File: src/rtl/bcd_cascade_timer.sv
// bcd_cascade_timer: cascade of per-digit modulo counters with up/down, preset, clear and stop-at-terminal.
module bcd_cascade_timer #(
  parameter int          DIGITS = 4,
  parameter logic [31:0] MODS   = 32'h0000_6A6A
) (
  input  logic                  clk,
  input  logic                  rst,
  input  logic                  tick,
  input  logic                  up_dn,
  input  logic                  clr,
  input  logic                  load,
  input  logic [4*DIGITS-1:0]   load_val,
  input  logic                  stop_end,
  output logic [4*DIGITS-1:0]   cntr,
  output logic                  carry_o,
  output logic                  at_term,
  output logic                  done
);
  logic [DIGITS:0]     low_max, low_zero;
  logic [4*DIGITS-1:0] nxt, ld;
  logic                adv;
  assign low_max[0]  = 1'b1;
  assign low_zero[0] = 1'b1;
  for (genvar g = 0; g < DIGITS; g++) begin : g_dig
    localparam logic [3:0] M = MODS[4*g+:4] - 4'd1;
    logic [3:0] d, lv;
    logic       is_max, is_zero, step;
    assign d                = cntr[4*g+:4];
    assign lv               = load_val[4*g+:4];
    assign is_max           = d == M;
    assign is_zero          = d == 4'd0;
    assign low_max[g+1]     = low_max[g] & is_max;
    assign low_zero[g+1]    = low_zero[g] & is_zero;
    assign step             = up_dn ? low_max[g] : low_zero[g];
    assign nxt[4*g+:4]      = !step ? d : up_dn ? (is_max ? 4'd0 : d + 4'd1) : (is_zero ? M : d - 4'd1);
    assign ld[4*g+:4]       = lv > M ? M : lv;
  end
  assign at_term = up_dn ? low_max[DIGITS] : low_zero[DIGITS];
  assign adv     = tick & ~clr & ~load & ~(stop_end & at_term);
  assign carry_o = tick & at_term & ~stop_end & ~clr & ~load;
  always_ff @(posedge clk or posedge rst) begin
    if (rst) begin
      cntr <= '0;
      done <= 1'b0;
    end else if (clr) begin
      cntr <= '0;
      done <= 1'b0;
    end else if (load) begin
      cntr <= ld;
      done <= 1'b0;
    end else begin
      if (adv) cntr <= nxt;
      if (tick && at_term) done <= 1'b1;
    end
  end
endmodule

File: config.mk
export PLATFORM = sky130hd
export DESIGN_NAME = bcd_cascade_timer
export DESIGN_NICKNAME = d
export VERILOG_FILES = /design/src/rtl/bcd_cascade_timer.sv
export SDC_FILE = /design/constraint.sdc
export NUM_CORES = 1
export LEC_CHECK = 0
export ABC_AREA = 1
export CAP_MARGIN = 20
export CORE_MARGIN = 2
export CORE_UTILIZATION = 52
export DETAILED_ROUTE_END_ITERATION = 6
export PLACE_DENSITY = 0.94
export SYNTH_ARGS = -nofsm -noshare
export SYNTH_HDL_FRONTEND = slang
export SYNTH_SLANG_ARGS = --single-unit
File: constraint.sdc
create_clock -name clk -period 2.59 [get_ports clk]
set_input_delay 0.518 -clock clk [delete_from_list [all_inputs] [get_ports clk]]
set_output_delay 0.518 -clock clk [all_outputs]
set_load 0.01 [all_outputs]
==> flow_summary.json, run 1 <==
{
  "finalSetupTns_ps": 0,
  "fin_crit_sh": 0.9943,
  "yosys.area_share.simple": 0.4191,
  "dieArea_um2": 3426,
  "cts.sinks": 17,
  "wl_per_cell_um": 14.49,
  "synth_area_leaders": "dfrtp_1 (28%), nand2_1 (16%), nand3_1 (10%)",
  "grt_pass1_vias": 1750,
  "io_buffers": 41,
  "critPathMaxStageDelay_ps": 420,
  "syn_inst": 246,
  "critical_path_class": "flop to flop",
  "netlist.area_leader.share": 0.2751,
  "synth_xor_area_frac": 0.01133,
  "drc": 0,
  "cts_buffers": 3,
  "required_ps": 2790,
  "grt.overflow.total": 0,
  "hpwl_um": 3275,
  "synth_fa_ha_area_frac": 0.02427,
  "clk_latency_ps": 300,
  "synthFlopType": "dfrtp_1",
  "yosysWarningCount": 0,
  "status": "finished, final reports clean",
  "path_buf_inv": 12,
  "crit_family": "buffers and inverters",
  "synth_cell_types": 29,
  "hold_buffers": 0,
  "ir_drop_mv": 0.3662,
  "viasPerCell": 5.885,
  "root_buffer": "clkbuf_4",
  "routed-via-count": 2001,
  "hold_path.startpoint": "done",
  "grt_use_total": 0.2860,
  "die_h_um": 58.54,
  "ys_ff_latch": 17,
  "synth_area_um2": 1546,
  "rows": 19,
  "drv_cap": 0,
  "antenna_found_initial": 0,
  "clockBufferDepth": 2,
  "setup-violations-final": 0,
  "cp_max_fo": 5,
  "clk_pin_slew_worst_paths_ps": 110,
  "r2r_start": "cntr[1]",
  "grt_start_max_net_pins": 23,
  "cp-startpoint": "cntr[1]",
  "end_kind": "flop",
  "ys_seq_area_frac": 0.2751,
  "power.density_nw_per_um2": 406.0,
  "layout_setup_ws_ps": 14.85,
  "synth_most_common_cell": "nand2_1",
  "layout_min_cycle_time_ps": 2575,
  "start_kind": "flop",
  "gp_congestion": 0.8826,
  "post-route-cell-area_um2": 2212,
  "drive_above_1_share": 0.1909,
  "leakagePower_nw": 1.086,
  "yosys.area.top_type": "dfrtp_1",
  "drt_wl_total_um": 4927,
  "syn-num-nets": 272,
  "die_w_um": 58.54,
  "async_flop_share": 1.000,
  "antenna_cells": 0,
  "clock-skew-final_ps": 11.36,
  "placed_cell_area_um2": 2034,
  "synth_compound_area_frac": 0.1739,
  "synth_common_cells": "nand2_1 (66), nand3_1 (32), nor2_1 (24)",
  "synth_top_family_by_area": "simple AND/OR/NAND/NOR gates",
  "grt_pass1_wl_um": 7548,
  "hold_class": "flop to flop",
  "cp_common_cell": "buf_4",
  "cts_tree": "built",
  "post-place-ws_ps": -187.9,
  "hold_violations": 0,
  "firstDrtPassIters": 7,
  "synth-edff-count": 0,
  "coreArea_um2": 2781,
  "path_cells": "inv_2, ha_4, nand4_1, nor2_2, buf_4, buf_4, buf_4, buf_4, buf_4, buf_4, buf_4, buf_4, buf_4, buf_4, inv_4, o21ai_4, nand2_4, nand2_1, nand2_1",
  "cp_data_arrival_time_ps": 2780,
  "area_growth_pct": 43.04,
  "final_nets": 336,
  "max-slew-margin-rel": 0.5352,
  "synth.avg_cell_area_um2": 6.287,
  "antenna_left": 0,
  "h-tree-depth": 1,
  "max_slew.worst_pin.slew_ps": 696.5,
  "crit_slowest_cell": "dfrtp_1",
  "ioPinCount": 42,
  "initial_core_util": 0.5560,
  "synth_mux_area_frac": 0,
  "first_iter_violations": 86,
  "finalMaxSlewViolations": 0,
  "clock.fmax_ghz": 0.3883
}
==> cells in the final DEF, fill, tap and decap left out, drive strengths merged <==
cell / n
inv: 26
dlymetal6s2s: 1
dlygate4sd2: 1
a21oi: 16
nand4: 3
dfrtp: 17
nor2: 30
xor2: 2
nand3: 34
o211ai: 4
ha: 3
a21o: 1
clkbuf: 5
clkdlybuf4s50: 38
buf: 26
o31ai: 1
or2: 1
a211oi: 2
nor3: 3
o21bai: 1
nand2: 72
o21ai: 19
a221oi: 3
==> metal layers <==
metal	share of wire	track usage	up-vias	wire length, um
met2	0.49	0.5056	129	2431
met1	0.37	0.3546	901	1813
met3	0.093	0.02857	26	460
met5	0	0	-	0
li1	-	-	945	-
met4	0.045	0.1163	0	221
==> state kept, by name, indices dropped and copies added, names as in the netlist <==
name,cells
cntr,16
done,1
==> final cells by class <==
type                       instances  area, um^2
multi-input combinational        195        1018
timing repair buffer              67       601.8
fill                             204       569.3
sequential                        17       426.7
inverter                          26       100.1
tap                               31       38.79
clock buffer                       4       26.28
==> stage by stage <==
| step | util | power [W] | cells | hold slack, ps |
|---|---|---|---|---|
| after floorplan | - | 0.0005642 | 246 | 444.1 |
| after global placement | 0.7314 | 0.0007084 | 322 | 509.2 |
| after detailed placement | 0.7314 | 0.0007214 | 322 | 519.2 |
| after CTS | 0.7710 | 0.0008707 | 337 | 529.4 |
| after global routing | 0.7953 | 0.0009561 | 340 | 574.4 |
| final | 0.7953 | 0.0008981 | 340 | 534.6 |
==> power breakdown <==
part / leakage [nW] / internal (W) / switching [W]
clock: 0.0150 / 0.0000599 / 0.0000916
sequential: 0.222 / 0.000293 / 0.0000431
combinational: 0.849 / 0.000189 / 0.000222
==> worst paths after layout <==
kind	to	slack [ps]	depth (start not counted)
min reg2reg	done	530	2
max	cntr[14]	10	19
min in group asynchronous	cntr[14]	610	2
min	done	530	2
max reg2reg	cntr[14]	10	19
max in group asynchronous	cntr[6]	1480	2
==> logic make-up (layout without fill, tap and decap cells) <==
kind of cell	after synthesis	after routing
and+or+nand+nor	143	143
AOI/OAI and AO/OA	47	47
xor gates and xnor gates	2	2
DFF	17	17
adders and majority gates	3	3
buffers and inverters	34	97
==> tightest hold or removal path, cell delays in order (launching register included) <==
cell	delay, ps
dfrtp_1	390
inv_1	60
a21oi_1	60
==> what timing repair did <==
item	in CTS	in global routing
gates cloned	0	0
setup buffers	11	3
resized for setup	3	18
pin swaps	1	3
endpoints found under the setup margin	2	10
Power figures use the tool's default switching activity.
==> inputs of run 2 (changes only) <==
CORE_MARGIN = default   (was 2)
CORE_UTILIZATION = 54   (was 52)
CTS_BUF_LIST = sky130_fd_sc_hd__clkbuf_4 sky130_fd_sc_hd__clkbuf_8   (was default)
PLACE_DENSITY = 0.95   (was 0.94)
==> flow_summary.json, run 2 (synthesis results as in run 1) <==
{
  "final_nets": 321,
  "grt_use_total": 0.2885,
  "cp_max_fo": 3,
  "hpwl_um": 3122,
  "required_ps": 2070,
  "antenna_left": 0,
  "routed-via-count": 1870,
  "drt_wl_total_um": 4236,
  "fin_util": 0.7519,
  "gp_congestion": 0.9437,
  "reg_top3": "cntr (16), done (1)",
  "cts_tree": "built",
  "ir_drop_mv": 0.3680,
  "cts_buffers": 3,
  "p_total_w": 0.0008759,
  "coreArea_um2": 2734,
  "drc": 0,
  "dieArea_um2": 3082,
  "drive_above_1_share": 0.1259,
  "fin_crit_sh": 0.9430,
  "die_h_um": 55.52,
  "grt_pass1_vias": 1759,
  "clk_pin_slew_worst_paths_ps": 100,
  "max-slew-margin-rel": 0.5193,
  "root_buffer": "clkbuf_4",
  "hold_violations": 0,
  "grt_start_max_net_pins": 23,
  "antenna_found_initial": 0,
  "mostFrequentLayoutCell": "nand2_1",
  "first_iter_violations": 72,
  "cp_data_arrival_time_ps": 1920,
  "clock-skew-final_ps": 16.67,
  "setup-violations-final": 0,
  "rows": 19,
  "initial_core_util": 0.5657,
  "rsz0062_at_grt": "false",
  "rrSetupSlack_ps": 430,
  "hold_class": "flop to flop",
  "clockBufferDepth": 2,
  "finalSetupTns_ps": 0,
  "status": "finished, final reports clean",
  "die_w_um": 55.52,
  "grt_pass1_wl_um": 7251,
  "area_growth_pct": 32.93,
  "end_kind": "primary output",
  "firstDrtPassIters": 4,
  "clock.fmax_ghz": 0.4094,
  "wl_per_cell_um": 13.03,
  "max_slew.worst_pin.slew_ps": 720.2,
  "drv_cap": 0,
  "io_buffers": 41,
  "cts.sinks": 17,
  "viasPerCell": 5.754,
  "final_cell_mix": "nand2_1 (66), clkdlybuf4s50_1 (39), nand3_1 (32)",
  "largest_register": "cntr",
  "clk_latency_ps": 300,
  "layout_min_cycle_time_ps": 2442,
  "critical_path_class": "primary input to primary output",
  "power.density_nw_per_um2": 426.1,
  "start_kind": "primary input",
  "leakagePower_nw": 0.9949,
  "hold_buffers": 0,
  "hold-worst-slack_ps": 539.7,
  "largest_reg_flops": 16,
  "ioPinCount": 42,
  "h-tree-depth": 1,
  "antenna_cells": 0,
  "grt.overflow.total": 0,
  "finalMaxSlewViolations": 0
}
run 2: changes by cell type in the layout (fill, tap and decap cells not counted), moves of 2 or more:
cell / previous run / this run
nand2_1: 63 / 66
buf_4: 26 / 11
nand2_4: 3 / 1
inv_1: 20 / 22
run 2: per-stage QoR:
step	setup slack, ps	instances	cell area [um^2]
CTS	53.97	325	2054
finish	147.6	325	2056
detailed placement	-198.9	319	2012
global placement	-116.9	319	2012
global route	0.6410	325	2056
floorplan	580.0	246	1546
run 2: timing repair:
| action | in CTS | in global routing |
|---|---|---|
| gates resized for setup | 2 | 4 |
| endpoints found under the setup margin | 2 | 1 |
| buffers inserted | 2 | 0 |
| pin swaps | 1 | 0 |
run 2: where the power goes:
part           internal, W  leakage [nW]  total [W]  switching, W
clock            0.0000704        0.0184   0.000163     0.0000924
sequential        0.000292         0.223   0.000337     0.0000449
combinational     0.000172         0.754   0.000376      0.000204
run 2: path summary, 6_finish.rpt:
kind	start	end	cells past startpoint
max	up_dn	carry_o	8
min	done	done	2
max reg2reg	cntr[1]	cntr[10]	13
min reg2reg	done	done	2
max in group asynchronous	rst	done	2
min in group asynchronous	rst	cntr[0]	2
run 2: layout make-up:
| type | instances | area, um^2 |
|---|---|---|
| multi-input combinational | 195 | 977.2 |
| sequential | 17 | 425.4 |
| timing repair buffer | 52 | 486.7 |
| tap | 31 | 38.79 |
| inverter | 26 | 97.59 |
| clock buffer | 4 | 30.03 |
| fill | 216 | 678.2 |
run 2: layer usage:
layer / track usage / wire length, um / up-vias
li1: - / - / 907
met1: 0.3715 / 1749 / 862
met2: 0.4768 / 2112 / 89
met3: 0.04450 / 310 / 12
met4: 0.1286 / 63 / 0
met5: 0 / 0 / -
run 2: critical path: stages:
cell and delay [ps]:
clkdlybuf4s50_1 510, nand4_1 150, nor2_2 160, nand3_1 90, nand2_2 90, nand2_1 70
nor3_1 170, clkbuf_2 170
